===== config.mk =====
export PLATFORM = sky130hd
export DESIGN_NAME = matrix_operand_sequencer_flat
export DESIGN_NICKNAME = d
export VERILOG_FILES = /design/src/rtl/matrix_operand_sequencer_if.sv /design/src/rtl/matrix_operand_sequencer.sv /design/src/flat_wrapper.sv
export SDC_FILE = /design/constraint.sdc
export NUM_CORES = 1
export LEC_CHECK = 0
export ABC_AREA = 0
export CORE_MARGIN = 4
export CORE_UTILIZATION = 45
export DETAILED_ROUTE_END_ITERATION = 16
export PLACE_DENSITY = 0.78
export SETUP_SLACK_MARGIN = 0.1
export SLEW_MARGIN = 20
export SYNTH_ARGS = -nofsm -noshare
export SYNTH_HDL_FRONTEND = slang
export SYNTH_SLANG_ARGS = --single-unit

===== constraint.sdc =====
create_clock -name CLK -period 2 [get_ports CLK]
set_clock_uncertainty 0.05 [all_clocks]
set_input_delay 0.2 -clock CLK [delete_from_list [all_inputs] [get_ports CLK]]
set_output_delay 0.2 -clock CLK [all_outputs]
set_load 0.01 [all_outputs]

===== src/rtl/matrix_operand_sequencer_if.sv =====
// ============================================================================
// Module      : matrix_operand_sequencer_if
// Description : Element load stream, engine operand/result and result stream
//               bundle for the matrix operand sequencer.
// Revision    : 1.0 - initial release
// ============================================================================
`default_nettype none

interface matrix_operand_sequencer_if #(
   parameter int BITS = 2,
   parameter int SIZE = 4,
   parameter int IDXW = 2,
   parameter int DW   = 2*BITS+SIZE/2
);
   logic                 IN_VALID;
   logic                 IN_READY;
   logic [BITS-1:0]      IN_DATA;
   logic [BITS*SIZE-1:0] ROW_OUT;
   logic [BITS*SIZE-1:0] COL_OUT;
   logic [DW-1:0]        DOT_IN;
   logic                 RES_VALID;
   logic                 RES_READY;
   logic [DW-1:0]        RES_DATA;
   logic [IDXW-1:0]      RES_ROW;
   logic [IDXW-1:0]      RES_COL;
   logic                 RES_LAST;
   logic                 BUSY;

   // Sequencer side
   modport slave (
      input  IN_VALID, IN_DATA, DOT_IN, RES_READY,
      output IN_READY, ROW_OUT, COL_OUT, RES_VALID, RES_DATA,
             RES_ROW, RES_COL, RES_LAST, BUSY
   );

   // Producer / engine / consumer side
   modport master (
      output IN_VALID, IN_DATA, DOT_IN, RES_READY,
      input  IN_READY, ROW_OUT, COL_OUT, RES_VALID, RES_DATA,
             RES_ROW, RES_COL, RES_LAST, BUSY
   );
endinterface

`default_nettype wire


===== src/rtl/matrix_operand_sequencer.sv =====
// ============================================================================
// Module      : matrix_operand_sequencer
// Description : Loads two SIZE x SIZE matrices from an element stream, feeds
//               row/column operand pairs to an external dot-product engine
//               and streams the result matrix out row-major.
// Revision    : 1.0 - initial release
// ============================================================================
`default_nettype none

module matrix_operand_sequencer #(
   parameter int BITS = 2,
   parameter int SIZE = 4,
   parameter int IDXW = 2,
   parameter int DW   = 2*BITS+SIZE/2
) (
   input  logic                        CLK,
   input  logic                        RST,
   matrix_operand_sequencer_if.slave   bus
);

   localparam int              NE       = SIZE*SIZE;
   localparam int              CW       = 2*IDXW;
   localparam logic [CW-1:0]   LAST_CNT = CW'(NE-1);
   localparam logic [IDXW-1:0] LAST_IDX = IDXW'(SIZE-1);

   typedef enum logic [1:0] {
      S_LOAD_A = 2'd0,
      S_LOAD_B = 2'd1,
      S_ISSUE  = 2'd2,
      S_HOLD   = 2'd3
   } state_t;

   state_t               state_q, state_d;
   logic [CW-1:0]        cnt_q, cnt_d;
   logic [IDXW-1:0]      r_q, r_d;
   logic [IDXW-1:0]      c_q, c_d;
   logic [BITS-1:0]      a_mem_q [NE];
   logic [BITS-1:0]      a_mem_d [NE];
   logic [BITS-1:0]      b_mem_q [NE];
   logic [BITS-1:0]      b_mem_d [NE];
   logic [BITS*SIZE-1:0] row_q, row_d;
   logic [BITS*SIZE-1:0] col_q, col_d;
   logic [DW-1:0]        res_data_q, res_data_d;
   logic [IDXW-1:0]      res_row_q, res_row_d;
   logic [IDXW-1:0]      res_col_q, res_col_d;
   logic                 res_last_q, res_last_d;
   logic                 load_ops;

   // Next-state, storage write and operand selection for the current state
   always_comb begin
      state_d    = state_q;
      cnt_d      = cnt_q;
      r_d        = r_q;
      c_d        = c_q;
      a_mem_d    = a_mem_q;
      b_mem_d    = b_mem_q;
      row_d      = row_q;
      col_d      = col_q;
      res_data_d = res_data_q;
      res_row_d  = res_row_q;
      res_col_d  = res_col_q;
      res_last_d = res_last_q;
      load_ops   = 1'b0;

      case (state_q)
         S_LOAD_A: begin
            if (bus.IN_VALID) begin
               a_mem_d[cnt_q] = bus.IN_DATA;
               if (cnt_q == LAST_CNT) begin
                  cnt_d   = '0;
                  state_d = S_LOAD_B;
               end else begin
                  cnt_d = cnt_q + 1'b1;
               end
            end
         end
         S_LOAD_B: begin
            if (bus.IN_VALID) begin
               b_mem_d[cnt_q] = bus.IN_DATA;
               if (cnt_q == LAST_CNT) begin
                  cnt_d    = '0;
                  r_d      = '0;
                  c_d      = '0;
                  load_ops = 1'b1;
                  state_d  = S_ISSUE;
               end else begin
                  cnt_d = cnt_q + 1'b1;
               end
            end
         end
         S_ISSUE: begin
            // Operands have settled for a cycle; take the engine result
            res_data_d = bus.DOT_IN;
            res_row_d  = r_q;
            res_col_d  = c_q;
            res_last_d = (r_q == LAST_IDX) && (c_q == LAST_IDX);
            state_d    = S_HOLD;
         end
         S_HOLD: begin
            if (bus.RES_READY) begin
               if (res_last_q) begin
                  cnt_d   = '0;
                  state_d = S_LOAD_A;
               end else begin
                  if (c_q == LAST_IDX) begin
                     c_d = '0;
                     r_d = r_q + 1'b1;
                  end else begin
                     c_d = c_q + 1'b1;
                  end
                  load_ops = 1'b1;
                  state_d  = S_ISSUE;
               end
            end
         end
         default: state_d = S_LOAD_A;
      endcase

      // Read from the post-write arrays so the final B element is visible
      if (load_ops) begin
         for (int j = 0; j < SIZE; j++) begin
            row_d[j*BITS +: BITS] = a_mem_d[{r_d, IDXW'(j)}];
            col_d[j*BITS +: BITS] = b_mem_d[{IDXW'(j), c_d}];
         end
      end
   end

   // Control and output registers with synchronous reset
   always_ff @(posedge CLK) begin
      if (RST) begin
         state_q    <= S_LOAD_A;
         cnt_q      <= '0;
         r_q        <= '0;
         c_q        <= '0;
         row_q      <= '0;
         col_q      <= '0;
         res_data_q <= '0;
         res_row_q  <= '0;
         res_col_q  <= '0;
         res_last_q <= 1'b0;
      end else begin
         state_q    <= state_d;
         cnt_q      <= cnt_d;
         r_q        <= r_d;
         c_q        <= c_d;
         row_q      <= row_d;
         col_q      <= col_d;
         res_data_q <= res_data_d;
         res_row_q  <= res_row_d;
         res_col_q  <= res_col_d;
         res_last_q <= res_last_d;
      end
   end

   // Matrix storage; contents are meaningless until reloaded after reset
   always_ff @(posedge CLK) begin
      a_mem_q <= a_mem_d;
      b_mem_q <= b_mem_d;
   end

   assign bus.IN_READY  = (state_q == S_LOAD_A) || (state_q == S_LOAD_B);
   assign bus.RES_VALID = (state_q == S_HOLD);
   assign bus.BUSY      = !((state_q == S_LOAD_A) && (cnt_q == '0));
   assign bus.ROW_OUT   = row_q;
   assign bus.COL_OUT   = col_q;
   assign bus.RES_DATA  = res_data_q;
   assign bus.RES_ROW   = res_row_q;
   assign bus.RES_COL   = res_col_q;
   assign bus.RES_LAST  = res_last_q;

endmodule

`default_nettype wire


===== src/flat_wrapper.sv =====
// flat-port wrapper written by rule: the top's interface ports become plain ports
module matrix_operand_sequencer_flat 
#(
   parameter int BITS = 2,
   parameter int SIZE = 4,
   parameter int IDXW = 2,
   parameter int DW   = 2*BITS+SIZE/2
)
  (CLK, RST, bus_IN_VALID, bus_IN_DATA, bus_DOT_IN, bus_RES_READY, bus_IN_READY, bus_ROW_OUT, bus_COL_OUT, bus_RES_VALID, bus_RES_DATA, bus_RES_ROW, bus_RES_COL, bus_RES_LAST, bus_BUSY);
  matrix_operand_sequencer_if #(.BITS(BITS), .SIZE(SIZE), .IDXW(IDXW), .DW(DW)) bus_i ();
  input  logic CLK;
  input  logic RST;
  input wire logic [$bits(bus_i.IN_VALID)-1:0] bus_IN_VALID;
  input wire logic [$bits(bus_i.IN_DATA)-1:0] bus_IN_DATA;
  input wire logic [$bits(bus_i.DOT_IN)-1:0] bus_DOT_IN;
  input wire logic [$bits(bus_i.RES_READY)-1:0] bus_RES_READY;
  output wire logic [$bits(bus_i.IN_READY)-1:0] bus_IN_READY;
  output wire logic [$bits(bus_i.ROW_OUT)-1:0] bus_ROW_OUT;
  output wire logic [$bits(bus_i.COL_OUT)-1:0] bus_COL_OUT;
  output wire logic [$bits(bus_i.RES_VALID)-1:0] bus_RES_VALID;
  output wire logic [$bits(bus_i.RES_DATA)-1:0] bus_RES_DATA;
  output wire logic [$bits(bus_i.RES_ROW)-1:0] bus_RES_ROW;
  output wire logic [$bits(bus_i.RES_COL)-1:0] bus_RES_COL;
  output wire logic [$bits(bus_i.RES_LAST)-1:0] bus_RES_LAST;
  output wire logic [$bits(bus_i.BUSY)-1:0] bus_BUSY;
  assign bus_i.IN_VALID = bus_IN_VALID;
  assign bus_i.IN_DATA = bus_IN_DATA;
  assign bus_i.DOT_IN = bus_DOT_IN;
  assign bus_i.RES_READY = bus_RES_READY;
  assign bus_IN_READY = bus_i.IN_READY;
  assign bus_ROW_OUT = bus_i.ROW_OUT;
  assign bus_COL_OUT = bus_i.COL_OUT;
  assign bus_RES_VALID = bus_i.RES_VALID;
  assign bus_RES_DATA = bus_i.RES_DATA;
  assign bus_RES_ROW = bus_i.RES_ROW;
  assign bus_RES_COL = bus_i.RES_COL;
  assign bus_RES_LAST = bus_i.RES_LAST;
  assign bus_BUSY = bus_i.BUSY;
  matrix_operand_sequencer #(.BITS(BITS), .SIZE(SIZE), .IDXW(IDXW), .DW(DW)) u_core (.CLK(CLK), .RST(RST), .bus(bus_i));
endmodule

After elaboration in Yosys (flattened, before gate mapping)
Index checks and enable logic that the tools add are counted.

Word-level logic and storage cells: 149. Input bits: 12. Output and inout port bits: 30. Flip-flop bits (word level): 101.

Mux-type cells: 61. Order comparisons: 10. Equality and inequality tests: 13. Reductions and logical operators: 11. Bitwise operators: 9. Add/sub/neg operators: 3.

Operators by type and width (count): $mux W32 (4); $mux W2 (33); $bmux W2 S4 (8); $bwmux W32 (2); $ge A5 B5 Y1 const B (9); $not A4 Y5 (7); $mux W4 (4); $demux W2 S4 (1); $eq A2 B2 Y1 const B (4); $ne A2 B1 Y1 const B (4); $pmux W2 S2 (2); $pmux W2 S4 (1); $pmux W4 S2 (1); $ne A2 B2 Y1 const B (3); $lt A5 B1 Y1 const B (1); $not A2 Y5 (1); $not A3 Y5 (1); $reduce_and A5 Y1 (1); $add A2 B1 Y2 const B (2); $add A4 B1 Y4 const B (1); $eq A4 B4 Y1 const B (1); $logic_not A4 Y1 (1); $mux W1 (4); $reduce_and A4 Y1 (1); 8 further kinds (10).

Logic depth before layout (Yosys ltp)
Word-level depth: 11. Gate-level depth with buffers: 7. Mapped depth without buffers: 7.

Least setup slack after synthesis
OpenSTA, ideal clock, no wires.

Path kind: register to register. Start point: register u_core.cnt_q[0]. End point: register u_core.row_q[6], in the netlist u_core.bus.ROW_OUT[6]. Clock period less this slack: 2046 ps. Path slack: -46 ps. Buffers on the path: 0. Arrival time: 1877 ps. Stages on the path, launching flop included: 7. Setup time: 119 ps. Required time: 1831 ps. Cell sequence: dfxtp_1 -> ha_1 -> and4bb_2 -> nor2b_1 -> mux2_2 -> mux2_2 -> o221a_2.

RTL lines: start: declaration (line matrix_operand_sequencer.sv:34) `logic [CW-1:0] cnt_q, cnt_d;`; start signal: assignment (line matrix_operand_sequencer.sv:143) `cnt_q <= cnt_d;`; end signal: assignment (line matrix_operand_sequencer.sv:146) `row_q <= row_d;`; end: declaration (line matrix_operand_sequencer.sv:41) `logic [BITS*SIZE-1:0] row_q, row_d;`.

==> key figures <==
Hold path
  • Hold path cells: 3
  • Endpoint, Worst Hold: u_core.bus.RES_DATA[1]
  • Worst Hold Launch: bus_DOT_IN[1]
  • Hold Path Class: input port to flop

Floorplan
  • Ports: 42
  • Die area: 11120 um^2
  • FP Rows: 35
  • Vert. Die Dim: 105.4 um
  • Initial Utilization: 46.23%
  • Die width: 105.4 um
  • Placeable Area: 9240 um^2

Worst setup path
  • Slowest cell on the critical path: dfxtp_4
  • R2R Setup Slk: -0.1 ns
  • Crit path max-delay family: multiplexers
  • Maximum fanout along the worst path: 4
  • Cell depth of the worst flop-to-flop path: 7
  • FF-to-FF Start: u_core.cnt_q[1]
  • CP Cell Sequence: buf_4 > ha_4 > and4bb_2 > nor2b_4 > mux2_4 > mux2_2 > o221a_2
  • Worst path bufs/invs: 1
  • Crit path DAT: 2.32 ns
  • CP max stage delay: 0.40 ns
  • Worst Setup SP: u_core.cnt_q[1]
  • Critical path class: flop to flop
  • Worst path required time: 2.22 ns
  • Element type at the critical path end: flop
  • R2R Path End: u_core.bus.ROW_OUT[6]
  • Startpoint Class: flop

Logic synthesis
  • Simple-Gate Fraction of Synth Area: 13.74%
  • Post-Syn Nets: 420
  • Syn Area/Cell: 10.63 um^2
  • Synth Area in Adders: 1.757%
  • Seq/Total Area, Yosys: 47.33%
  • Post-synthesis compound-gate area fraction: 8.436%
  • Register bit count reported by yosys: 101
  • Top_reg_cell synth: dfxtp_1
  • Mapped cell area: 4272 um^2
  • Ys Warns: 0
  • Synth async-reset ratio: 0%
  • Portion of netlist area occupied by mux cells: 24.84%
  • Area share of xor/xnor cells in the synthesized design: 1.230%
  • Largest family of logic cells by synthesized area: multiplexers
  • Cell variety after synth: 39
  • Post-synth EDFFs: 0
  • Post-Synthesis Cells: 402

Timing
  • Slew Viols, Final: 0
  • Post-Route Setup TNS: -0.5237 ns
  • Final Setup Violations: 8
  • Min Tclk post-route: 2.099 ns
  • Measured slew at the worst slew-check pin: 0.4176 ns
  • Highest Clock Rate: 476.5 MHz
  • Final period utilization: 104.9%
  • Setup slack after layout: -0.09872 ns
  • Slew HR: 72.16%
  • RSZ-0062 raised after global routing: true
  • Final hold violations: 0
  • Worst-case hold slack: 0.3108 ns

Routing
  • Vias per cell: 5.246
  • Met3 wire length: 258 um
  • Vias after detailed routing: 3289
  • Met2 WL: 5171 um
  • Total wire length: 10420 um
  • Routed length on met1: 4721 um
  • Wirelength per Cell: 16.62 um
  • Drt pass-1 iters: 4
  • DRT iter0 DRCs: 104
  • DR top layer: met4
  • DRC: 0
  • Remaining antenna violation count: 0

Place
  • DP Wirelength: 6852 um
  • Place WS: -0.3080 ns
  • Gpl congestion: 0.7788
  • PortBufs: 41

Pwr
  • Leak Pwr: 2.393 nW
  • Net switching power: 0.9651 mW
  • P_int: 2.771 mW
  • Clock power frac: 33.6%
  • Part of the power in registers: 56.3%
  • Peak supply drop: 0.3118 mV
  • Logic pwr share: 10.2%
  • Pwr dens: 632.4 nW/um^2
  • Net switching fraction of the power: 25.83%

Global route
  • First-pass GRT wire length: 16890 um
  • Number of global-route vias before repair: 3425
  • Pin count of the biggest net entering global routing: 36
  • Initial antenna violation count: 0
  • GRT Overall Usage: 18.99%
  • Gr ovfl total: 0

Finish
  • Nets@finish: 511
  • Area of the multi-input gates: 2515 um^2
  • Register area: 2043 um^2
  • Ratio of cells with drive above 1 in the final layout: 45.18%
  • # fillers: 673
  • Post-route core utilization: 63.94%
  • Antenna Diode Count: 0
  • P&R area growth vs syn: 38.31%

Clock network
  • # hold bufs at CTS: 0
  • Inserted Clock Buffers: 9
  • Clock transition at path regs: 0.11 ns
  • CTS HTree Levels: 3
  • Clock buffer depth: 2
  • CTS tree: yes
  • Clock Sinks: 101
  • Worst skew pair latency: 0.38 ns
  • CTS root buffer: clkbuf_8

Flow run
  • MaxCap Viol Count: 0

Status
  • Failing checks: setup timing
  • Status: complete, but fails checks
## cell families after synthesis
family                     Yosys count
AOI/OAI and AO/OA                   46
xor gates and xnor gates             6
adders and majority gates            6
buffers and inverters               27
DFF                                101
muxes                               96
and+or+nand+nor                    120
## routing by layer
| metal | GRT usage, % | vias to the layer above |
|---|---|---|
| li1 | - | 1604 |
| met1 | 23.40 | 1609 |
| met2 | 32.15 | 55 |
| met3 | 3.980 | 21 |
| met4 | 7.873 | 0 |
| met5 | 0 | - |
## Yosys cell counts (all sizes together) (4+ instances only)
library cell | count | area (um^2)
and4bb | 4 | 50.05
ha | 6 | 75.07
o221a | 8 | 90.09
buf | 5 | 31.28
dfxtp | 101 | 2022
a221oi | 8 | 76.32
a21oi | 15 | 90.09
mux2 | 80 | 900.9
nor2b | 6 | 37.54
inv | 5 | 18.77
nor2 | 44 | 167.7
clkbuf | 17 | 63.81
xor2 | 5 | 43.79
mux2i | 16 | 160.2
nand2 | 43 | 161.4
o21bai | 9 | 67.56
nand3 | 4 | 20.02
## stage by stage
step	power [mW]	cells	area [um^2]
after floorplan	2.338	402	4377
after global placement	2.447	602	5311
after detailed placement	2.462	602	5311
after CTS	3.734	624	5723
after global routing	3.882	627	5908
final	3.736	627	5908
## worst register-to-register path: cells and delay by family, from the launching register on
family                   cells  cell delay (ns)
multiplexers                 2             0.57
AND/OR/NAND/NOR              2             0.45
flip-flops                   1             0.40
AO/OA/AOI/OAI                1             0.26
adder cells (fa/ha/maj)      1             0.15
buffers and inverters        1             0.13
## cell usage in the layout, fill, tap and decap left out, drive strengths merged, types with 2 or more instances in the layout
cell | netlist | layout
xor2 | 5 | 5
nor2 | 44 | 44
nand4 | 2 | 2
o21bai | 9 | 9
nand4b | 2 | 2
clkdlybuf4s50 | 0 | 38
inv | 5 | 8
clkbuf | 17 | 11
mux2 | 80 | 80
nor3 | 3 | 3
dfxtp | 101 | 101
nand2 | 43 | 43
clkinv | 0 | 3
a21oi | 15 | 15
dlymetal6s2s | 0 | 2
nand4bb | 2 | 2
nand3 | 4 | 4
and2 | 3 | 3
nor2b | 6 | 6
o221a | 8 | 8
mux2i | 16 | 16
buf | 5 | 60
ha | 6 | 6
o21ai | 3 | 3
nand2b | 2 | 2
a221oi | 8 | 8
and4bb | 4 | 4
## power groups by stage
stage          combinational (mW)  clock, mW  sequential [mW]
2_1_floorplan               0.197          0             2.14
3_3_place_gp                0.303          0             2.14
3_5_place_dp                0.312          0             2.15
4_1_cts                     0.358       1.27             2.10
5_1_grt                     0.409       1.36             2.11
6_report                    0.380       1.25             2.10
## final cells by class
class,count,share of cell area [%]
well taps,129,2.732
inverters,5,0.4024
flip-flops and latches,101,34.58
clock buffers,9,2.097
clock inverters,7,1.122
repair buffers,102,16.50
multi-input cells,274,42.57
## sequential cells by signal (all words and copies together), names as in the netlist
| register | count |
|---|---|
| u_core.r_q | 2 |
| u_core.cnt_q | 4 |
| u_core.bus.COL_OUT | 8 |
| u_core.bus.RES_ROW | 2 |
| u_core.c_q | 2 |
| u_core.bus.RES_DATA | 6 |
| u_core.bus.RES_COL | 2 |
| u_core.a_mem_q | 32 |
| u_core.b_mem_q | 32 |
| u_core.state_q | 2 |
| u_core.bus.ROW_OUT | 8 |
| u_core.bus.RES_LAST | 1 |
## timing repair
action                     in CTS  in global routing
gates resized for setup        50                 38
setup buffers                   6                  3
pin swaps                       3                  3
setup endpoints to repair      19                 19
## worst max path at each step
stage | to | slack, ns | cells past startpoint
2_1_floorplan | u_core.bus.ROW_OUT[6] | 0.04 | 6
3_3_place_gp | u_core.bus.ROW_OUT[3] | -0.25 | 7
3_5_place_dp | u_core.bus.ROW_OUT[0] | -0.31 | 7
4_1_cts | u_core.bus.ROW_OUT[4] | -0.06 | 7
5_1_grt | u_core.bus.ROW_OUT[5] | -0.13 | 7
6_report | u_core.bus.ROW_OUT[6] | -0.1 | 7
Power figures use the tool's default switching activity.
